--- src/rtl/atlas_bus_pkg.sv ---
// Shared Atlas-bus constants and the command-and-control word layout.
package atlas_bus_pkg;

   localparam int unsigned CC_WORD_BITS    = 49;
   localparam int unsigned SLOTS_PER_FRAME = 64;
   localparam int unsigned MCLK_PER_CBCLK  = 4;
   localparam int unsigned CNT_BITS        = 8;

   typedef struct packed {
      logic        ptt;
      logic [3:0]  addr;
      logic [31:0] freq_hz;
      logic [3:0]  clock_s;
      logic [6:0]  oc;
      logic        mode;
   } cc_word_t;

endpackage

--- src/rtl/atlas_bus_clkgen.sv ---
// Atlas-bus frame counter with registered CBCLK/CLRCLK and a frame_start strobe at cnt==255.
module atlas_bus_clkgen
   import atlas_bus_pkg::*;
(
   input  logic                CLK_MCLK,
   input  logic                reset,
   output logic [CNT_BITS-1:0] cnt,
   output logic                CBCLK,
   output logic                CLRCLK,
   output logic                frame_start_c
);

   logic [CNT_BITS-1:0] cnt_nxt_c;

   assign cnt_nxt_c     = cnt + CNT_BITS'(1);
   assign frame_start_c = (cnt == {CNT_BITS{1'b1}});

   // Clocks track the next count so they switch on the same edge as cnt.
   always_ff @(posedge CLK_MCLK or posedge reset) begin
      if (reset) begin
         cnt    <= '0;
         CBCLK  <= 1'b0;
         CLRCLK <= 1'b0;
      end else begin
         cnt    <= cnt_nxt_c;
         CBCLK  <= cnt_nxt_c[1];
         CLRCLK <= cnt_nxt_c[CNT_BITS-1];
      end
   end

endmodule

--- src/rtl/atlas_iq_cc_tx.sv ---
// Ozy-side Atlas-bus transmitter: serialises I/Q on CDIN and the C&C frame on CC.
// Define ATLAS_IQ_UNDERRUN_CNT_EN to build the saturating underrun counter.
module atlas_iq_cc_tx
   import atlas_bus_pkg::*;
#(
   parameter int unsigned IQ_WIDTH = 16,
   parameter int unsigned CC_PAD   = 10
)
(
   input  logic                    CLK_MCLK,
   input  logic                    reset,
   input  logic [IQ_WIDTH-1:0]     iq_i,
   input  logic [IQ_WIDTH-1:0]     iq_q,
   input  logic                    iq_valid,
   output logic                    iq_ready,
   input  logic [CC_WORD_BITS-1:0] cc_word,
   input  logic                    cc_load,
   output logic                    CBCLK,
   output logic                    CLRCLK,
   output logic                    CDIN,
   output logic                    CDIN_OE,
   output logic                    CC,
   output logic                    iq_underrun,
   output logic [7:0]              iq_underrun_cnt
);

   localparam int unsigned CC_SR_BITS = CC_WORD_BITS + CC_PAD;

   logic [CNT_BITS-1:0]   cnt;
   logic                  frame_start_c;
   logic                  slot_edge_c;
   logic [5:0]            slot_nxt_c;
   logic [4:0]            half_nxt_c;
   logic                  iq_slot_c;
   logic                  cc_slot_c;
   logic                  underrun_c;
   logic                  primed;
   cc_word_t              shadow;
   logic [IQ_WIDTH-1:0]   hold_i;
   logic [IQ_WIDTH-1:0]   hold_q;
   logic [IQ_WIDTH-1:0]   i_sr;
   logic [IQ_WIDTH-1:0]   q_sr;
   logic [CC_SR_BITS-1:0] cc_sr;

   atlas_bus_clkgen u_clkgen (
      .CLK_MCLK      (CLK_MCLK),
      .reset         (reset),
      .cnt           (cnt),
      .CBCLK         (CBCLK),
      .CLRCLK        (CLRCLK),
      .frame_start_c (frame_start_c)
   );

   // Data registers update on the last cycle of a slot, for the slot being entered.
   assign slot_edge_c = (cnt[1:0] == 2'b11);
   assign slot_nxt_c  = cnt[7:2] + 6'd1;
   assign half_nxt_c  = slot_nxt_c[4:0];
   assign iq_slot_c   = (half_nxt_c != 5'd0) && (32'(half_nxt_c) <= IQ_WIDTH);
   assign cc_slot_c   = (slot_nxt_c != 6'd0) && (32'(slot_nxt_c) <= CC_SR_BITS);
   assign underrun_c  = frame_start_c && iq_ready && !iq_valid;

   always_ff @(posedge CLK_MCLK or posedge reset) begin
      if (reset) begin
         primed      <= 1'b0;
         iq_ready    <= 1'b1;
         iq_underrun <= 1'b0;
         shadow      <= '0;
         hold_i      <= '0;
         hold_q      <= '0;
         i_sr        <= '0;
         q_sr        <= '0;
         cc_sr       <= '0;
         CDIN        <= 1'b0;
         CDIN_OE     <= 1'b0;
         CC          <= 1'b0;
      end else begin
         iq_underrun <= underrun_c;
         if (cc_load) begin
            shadow <= cc_word_t'(cc_word);
         end
         // Frame boundary: hold (or a same-cycle sample) moves into the shifters.
         if (frame_start_c) begin
            primed   <= 1'b1;
            iq_ready <= 1'b1;
            cc_sr    <= {shadow, {CC_PAD{1'b0}}};
            if (!iq_ready) begin
               i_sr <= hold_i;
               q_sr <= hold_q;
            end else if (iq_valid) begin
               i_sr <= iq_i;
               q_sr <= iq_q;
            end else begin
               i_sr <= '0;
               q_sr <= '0;
            end
         end else if (iq_valid && iq_ready) begin
            hold_i   <= iq_i;
            hold_q   <= iq_q;
            iq_ready <= 1'b0;
         end
         if (slot_edge_c) begin
            CDIN    <= 1'b0;
            CDIN_OE <= 1'b0;
            CC      <= 1'b0;
            if (primed && iq_slot_c) begin
               CDIN_OE <= 1'b1;
               if (slot_nxt_c[5]) begin
                  CDIN <= q_sr[IQ_WIDTH-1];
                  q_sr <= q_sr << 1;
               end else begin
                  CDIN <= i_sr[IQ_WIDTH-1];
                  i_sr <= i_sr << 1;
               end
            end
            if (cc_slot_c) begin
               CC    <= cc_sr[CC_SR_BITS-1];
               cc_sr <= cc_sr << 1;
            end
         end
      end
   end

`ifdef ATLAS_IQ_UNDERRUN_CNT_EN
   // Saturating count; only reset clears it.
   always_ff @(posedge CLK_MCLK or posedge reset) begin
      if (reset) begin
         iq_underrun_cnt <= 8'd0;
      end else if (underrun_c && (iq_underrun_cnt != 8'hFF)) begin
         iq_underrun_cnt <= iq_underrun_cnt + 8'd1;
      end
   end
`else
   assign iq_underrun_cnt = 8'd0;
`endif

endmodule

--- config.mk ---
export PLATFORM = sky130hd
export DESIGN_NAME = atlas_iq_cc_tx
export DESIGN_NICKNAME = d
export VERILOG_FILES = /design/src/rtl/atlas_bus_pkg.sv /design/src/rtl/atlas_bus_clkgen.sv /design/src/rtl/atlas_iq_cc_tx.sv
export SDC_FILE = /design/constraint.sdc
export NUM_CORES = 1
export LEC_CHECK = 0
export ABC_AREA = 1
export CORE_UTILIZATION = 45
export CTS_CLUSTER_DIAMETER = 30
export DETAILED_ROUTE_END_ITERATION = 8
export PLACE_DENSITY = 0.72
export SYNTH_ARGS = -nofsm -noshare
export SYNTH_HDL_FRONTEND = slang
export SYNTH_SLANG_ARGS = --single-unit
--- constraint.sdc ---
create_clock -name CLK_MCLK -period 7.5 [get_ports CLK_MCLK]
set_input_delay 2.25 -clock CLK_MCLK [delete_from_list [all_inputs] [get_ports CLK_MCLK]]
set_output_delay 2.25 -clock CLK_MCLK [all_outputs]
set_load 0.02 [all_outputs]
==> results_dict.tcl, run 1 <==
set metrics [dict create \
    outcome "completed" \
    cts-root-buf "clkbuf_16" \
    vias_per_cell 4.95 \
    fin_area_um2 10300 \
    cts.path.max_buffers 2 \
    busiest_layer "met2" \
    clk_pin_slew_worst_paths_ps 60 \
    swShare_pct 21.5 \
    synth_cell_types 25 \
    yosysTopAreaCell "dfrtp_1" \
    final-setup-viol-count 0 \
    slew_headroom_pct 25.3 \
    grt_use_met2_pct 31.0 \
    regToRegSetupSlack_ps 3740 \
    drive_above_1_share_pct 8.52 \
    min_path_cells 1 \
    io_buffers 91 \
    reg2reg_from "u_clkgen.cnt[1]" \
    grt_pass1_wl_um 31000 \
    num_rows 50 \
    switchingPower_mw 0.462 \
    ios 100 \
    drtIter0Drc 492 \
    fmax_ghz 0.259 \
    dpl_worst_slack_ps 3240 \
    yosysWarnings 0 \
    synth.most_common_cell "nand2_1" \
    synthFlopType "dfrtp_1" \
    dieArea_um2 19800 \
    drc_errors 0 \
    cts_setup_buffers 0 \
    use_met1_pct 26.4 \
    grt_pass1_vias 6492 \
    synth_top_area_share_pct 53.4 \
    synth_seq_area_share_pct 53.7 \
    cts_buffers 17 \
    syn_inst 1053 \
    start_kind "input port" \
    cts_hold_buffers 0 \
    power_density_nw_per_um2 210 \
    dp_hpwl_um 10100 \
    slew_viol_final 0 \
    synthTopCellsByArea "dfrtp_1 (53%), nand2_1 (20%), nand3_1 (8.2%)" \
    vdd_drop_max_uv 143 \
    synth_area_per_cell_um2 8.24 \
    cp_max_fo 64 \
    antenna_found_initial 0 \
    min_period_over_period_pct 51.5 \
    worstSetupEndpointType "flip-flop" \
    initial_core_util_pct 46.1 \
    num-nets-final 1188 \
    netlist_top_cells_count "nand2_1 (453), dfrtp_1 (185), nand3_1 (143), o21ai_0 (66), mux2_2 (49)" \
    hold_end "u_clkgen.cnt[0]" \
    ant_nets 0 \
    path_class "in2reg" \
    diodes 0 \
    grt_usage_pct 19.2 \
    cts.htree.levels 4 \
    coreArea_um2 18800 \
    grt-ovfl-total 0 \
    wl_per_cell_um 13.2 \
    place_area_um2 9660 \
    met3_usage_pct 4.65 \
    r2r-end "cc_sr[6]" \
    grt_max_degree 138 \
    tritoncts "built" \
    gp_congestion 0.765 \
    syn_to_final_growth_pct 18.4 \
    vias 6807 \
    timing.final.ws_setup_ps 3630 \
    first_pass_iters 5 \
    hp-start "u_clkgen.cnt[0]" \
    async_flop_share_pct 100 \
    critical_path_required_ps 7790 \
    synth_edf_count 0 \
    whs_ps 450 \
    tightest_slew_ps 1120 \
    setup_tns_ps 0 \
    drt-total-wl_um 18200 \
    clock_latency_ps 420 \
    syn_area_um2 8680 \
    hold_violations 0 \
    max_cap_violations 0 \
    dieWidth_um 141 \
    hold_class "reg2reg" \
    rsz0062_at_grt "no" \
    power_frac_comb_pct 6.6 \
    post_cts_resize_count 0 \
    ys_ff_latch 186 \
    p_seq_share_pct 50.0 \
    die_y_um 141 \
    reg2reg_depth 11 \
    clock_skew_ps 9.17 \
    clock-sinks 186 \
    p_leak_nw 5.14 \
    critPathArrivalTime_ps 4160 \
    final.min_clock_period_ps 3870 \
    clockPowerShare_pct 43.5 \
    power.internal_mw 1.69 \
]
-- worst max path at each step --
stage | startpoint | end | depth (start not counted)
5_1_grt | u_clkgen.cnt[1] | cc_sr[8] | 11
3_3_place_gp | iq_valid | q_sr[3] | 7
3_5_place_dp | iq_valid | hold_q[12] | 3
2_1_floorplan | reset | CC | 1
6_report | iq_valid | hold_i[4] | 3
4_1_cts | iq_ready | iq_ready | 1
-- per-layer routing --
layer / routed length, µm / part of all wire (%) / up-vias
met5: 0 / 0 / -
met4: 116 / 0.64 / 0
met1: 8720 / 48 / 3188
met3: 1060 / 5.8 / 11
li1: - / - / 3424
met2: 8300 / 46 / 184
-- cells by family after synthesis --
kind of cell,Yosys count,share of synthesized area [%]
xor gates and xnor gates,6,0.606
other,1,0.0432
AOI/OAI and AO/OA,69,3.98
adders and majority gates,1,0.144
and+or+nand+nor,616,29.1
buffers and inverters,125,6.14
DFF,186,53.7
muxes,49,6.36
-- sequential cells by signal (all words and copies together) (netlist names) --
signal and flops:
cc_sr 59, shadow 49, hold_i 16, hold_q 16, i_sr 16, q_sr 16, u_clkgen.cnt 7, CC 1
CDIN 1, CDIN_OE 1, iq_ready 1, iq_underrun 1, primed 1, u_clkgen.CLRCLK 1
-- stage by stage --
stage / util [%] / std cells / power [mW]
2_1_floorplan: - / 1060 / 1.17
3_3_place_gp: 51.3 / 1343 / 1.23
3_5_place_dp: 51.3 / 1343 / 1.24
4_1_cts: 54.5 / 1375 / 2.18
5_1_grt: 54.5 / 1375 / 2.24
6_report: 54.5 / 1375 / 2.15
-- worst max-delay path: stages --
cell and delay (ps):
clkdlybuf4s50_1 550, nand3_2 820, o21ai_0 540
-- power groups by stage --
stage               Combinational (mW)  Clock [mW]  Sequential (mW)
floorplan                       0.0856           0             1.09
finish                           0.142       0.935             1.07
global route                     0.161       0.997             1.08
global placement                 0.141           0             1.09
detailed placement               0.144           0             1.09
CTS                              0.145       0.956             1.07
-- layout make-up --
class / instances / area [µm²]
sequential: 186 / 4660
fill: 1679 / 8560
inverter: 51 / 199
clock inverter: 10 / 165
timing repair buffer: 97 / 951
multi-input combinational: 749 / 3530
tap: 260 / 325
clock buffer: 22 / 444
-- placed cells by master, fill, tap and decap left out --
master and count:
dfstp_2 1, nand3_2 1, xnor2_1 1, inv_8 1, ha_2 1, nor2_4 1
conb_1 8, nor3_4 1, or2_2 1, nor2_2 1, bufinv_16 4, buf_2 1
buf_4 6, clkinv_4 2, inv_6 2, xor2_1 5, clkbuf_16 17, dfrtp_1 185
inv_2 1, mux2_2 49, nand4_1 1, nor3_1 1, nor2_1 13, clkinv_2 2
nand3_1 143, inv_1 46, clkinv_1 3, a21oi_1 3, clkbuf_1 5, o21ai_0 66
nand2_2 3, clkdlybuf4s50_1 90, nand2_1 450
Power figures use the tool's default switching activity.
==> run 2: changes to the inputs <==
Clock period 7.5 ns to 3.4 ns, I/O delays scaled along.
==> run 2 against run 1 <==
Net effect: sequential power is 120% higher; via count is 0.98% higher; critical path type is now reg2out; clock power is 120% higher; sequential share of layout area is 0.38 points lower; combinational power is 120% higher.
==> results_dict.tcl, run 2 (synthesis results as in run 1) <==
set metrics [dict create \
    gp_congestion 0.746 \
    clock_latency_ps 430 \
    vdd_drop_max_uv 336 \
    top_register "cc_sr" \
    fin_area_um2 10400 \
    tritoncts "built" \
    critPathTopFamily "buffers and inverters" \
    dieWidth_um 141 \
    regToRegSetupSlack_ps 800 \
    grt_usage_pct 19.9 \
    tightest_slew_ps 892 \
    coreArea_um2 18800 \
    ios 100 \
    cts-root-buf "clkbuf_16" \
    grt_max_degree 96 \
    drive_above_1_share_pct 9.34 \
    io_buffers 91 \
    p_leak_nw 5.18 \
    ant_nets 0 \
    drtIter0Drc 538 \
    reg2reg_depth 7 \
    grt_pass1_vias 6702 \
    antenna_found_initial 0 \
    cp_max_fo 4 \
    r2r-end "primed" \
    fmax_ghz 0.383 \
    final.min_clock_period_ps 2610 \
    rsz0062_at_grt "no" \
    clock-sinks 186 \
    start_kind "flip-flop" \
    final_cell_mix "nand2_1 (450), dfrtp_1 (185), nand3_1 (143)" \
    die_y_um 141 \
    top_regs "cc_sr x59, shadow x49" \
    total_power_mw 4.72 \
    cts.htree.levels 4 \
    place_area_um2 9760 \
    clk_pin_slew_worst_paths_ps 70 \
    worst-path-stages 1 \
    vias_per_cell 4.97 \
    hold_class "reg2reg" \
    dp_hpwl_um 10700 \
    endpoint "iq_ready" \
    dpl_worst_slack_ps 706 \
    cp_cell_sequence "clkdlybuf4s50_1" \
    num-nets-final 1197 \
    largest_reg_flops 59 \
    cts_hold_buffers 0 \
    cpPeakStageDelay_ps 600 \
    min_period_over_period_pct 76.9 \
    initial_core_util_pct 46.1 \
    drc_errors 0 \
    slowest_stage "clkdlybuf4s50_1" \
    reg2reg_from "u_clkgen.cnt[1]" \
    outcome "completed" \
    cts.path.max_buffers 2 \
    vias 6874 \
    hold_violations 0 \
    crit_path_start "iq_ready" \
    num_rows 50 \
    first_pass_iters 5 \
    clock_skew_ps 8.05 \
    post_cts_resize_count 0 \
    diodes 0 \
    final_common_cell "nand2_1" \
    critPathArrivalTime_ps 1590 \
    final-setup-viol-count 0 \
    grt-ovfl-total 0 \
    critical_path_required_ps 2380 \
    grt_pass1_wl_um 31900 \
    wl_per_cell_um 13.3 \
    cts_buffers 17 \
    timing.final.ws_setup_ps 787 \
    worstSetupEndpointType "primary output" \
    path_buf_inv 1 \
    slew_viol_final 0 \
    power_density_nw_per_um2 456 \
    slew_headroom_pct 40.5 \
    dieArea_um2 19800 \
    path_class "reg2out" \
    syn_to_final_growth_pct 19.4 \
    cts_setup_buffers 0 \
    max_cap_violations 0 \
    drt-total-wl_um 18400 \
]
[run 2: changes by cell type in the layout (fill, tap and decap cells not counted)]
cell and delta:
buf_12 +3, inv_8 -1, clkbuf_1 -1, bufinv_16 -1, clkinvlp_4 +3, clkbuf_8 +1, buf_4 +6, clkinv_4 -1
[run 2: layout make-up]
class | instances | area (µm²)
fill | 1706 | 8470
sequential | 186 | 4660
clock buffer | 22 | 454
clock inverter | 10 | 141
timing repair buffer | 106 | 1060
multi-input combinational | 749 | 3530
inverter | 51 | 195
tap | 260 | 325
[run 2: layer usage]
metal	routed length (µm)	vias up	GRT usage (%)
met4	236	0	5.78
met3	869	16	4.01
met5	0	-	0
met1	8680	3245	26.5
li1	-	3439	-
met2	8620	174	33.1
[run 2: power breakdown]
part	leakage, nW	switching [mW]	internal (mW)
Combinational	2.63	0.140	0.179
Clock	0.285	0.851	1.18
Sequential	2.26	0.0558	2.32
Total	5.18	1.05	3.68
[run 2: through the flow]
step                      std cells  hold WS [ps]  TNS, ps  util [%]
after floorplan                1060           420    -2160         -
after global placement         1352           448        0      51.8
after detailed placement       1352           457        0      51.8
after CTS                      1384           469        0      55.0
after global routing           1384           488        0      55.0
final                          1384           464        0      55.0
[run 2: worst min path at each step]
stage,startpoint,endpoint,slack [ps],depth (start not counted)
6_report,u_clkgen.cnt[0],u_clkgen.cnt[0],460,1
5_1_grt,u_clkgen.cnt[0],u_clkgen.cnt[0],490,1
4_1_cts,u_clkgen.cnt[0],u_clkgen.cnt[0],470,1
3_5_place_dp,u_clkgen.cnt[0],u_clkgen.cnt[0],460,1
3_3_place_gp,u_clkgen.cnt[0],u_clkgen.cnt[0],450,1
2_1_floorplan,u_clkgen.cnt[0],u_clkgen.cnt[0],420,1
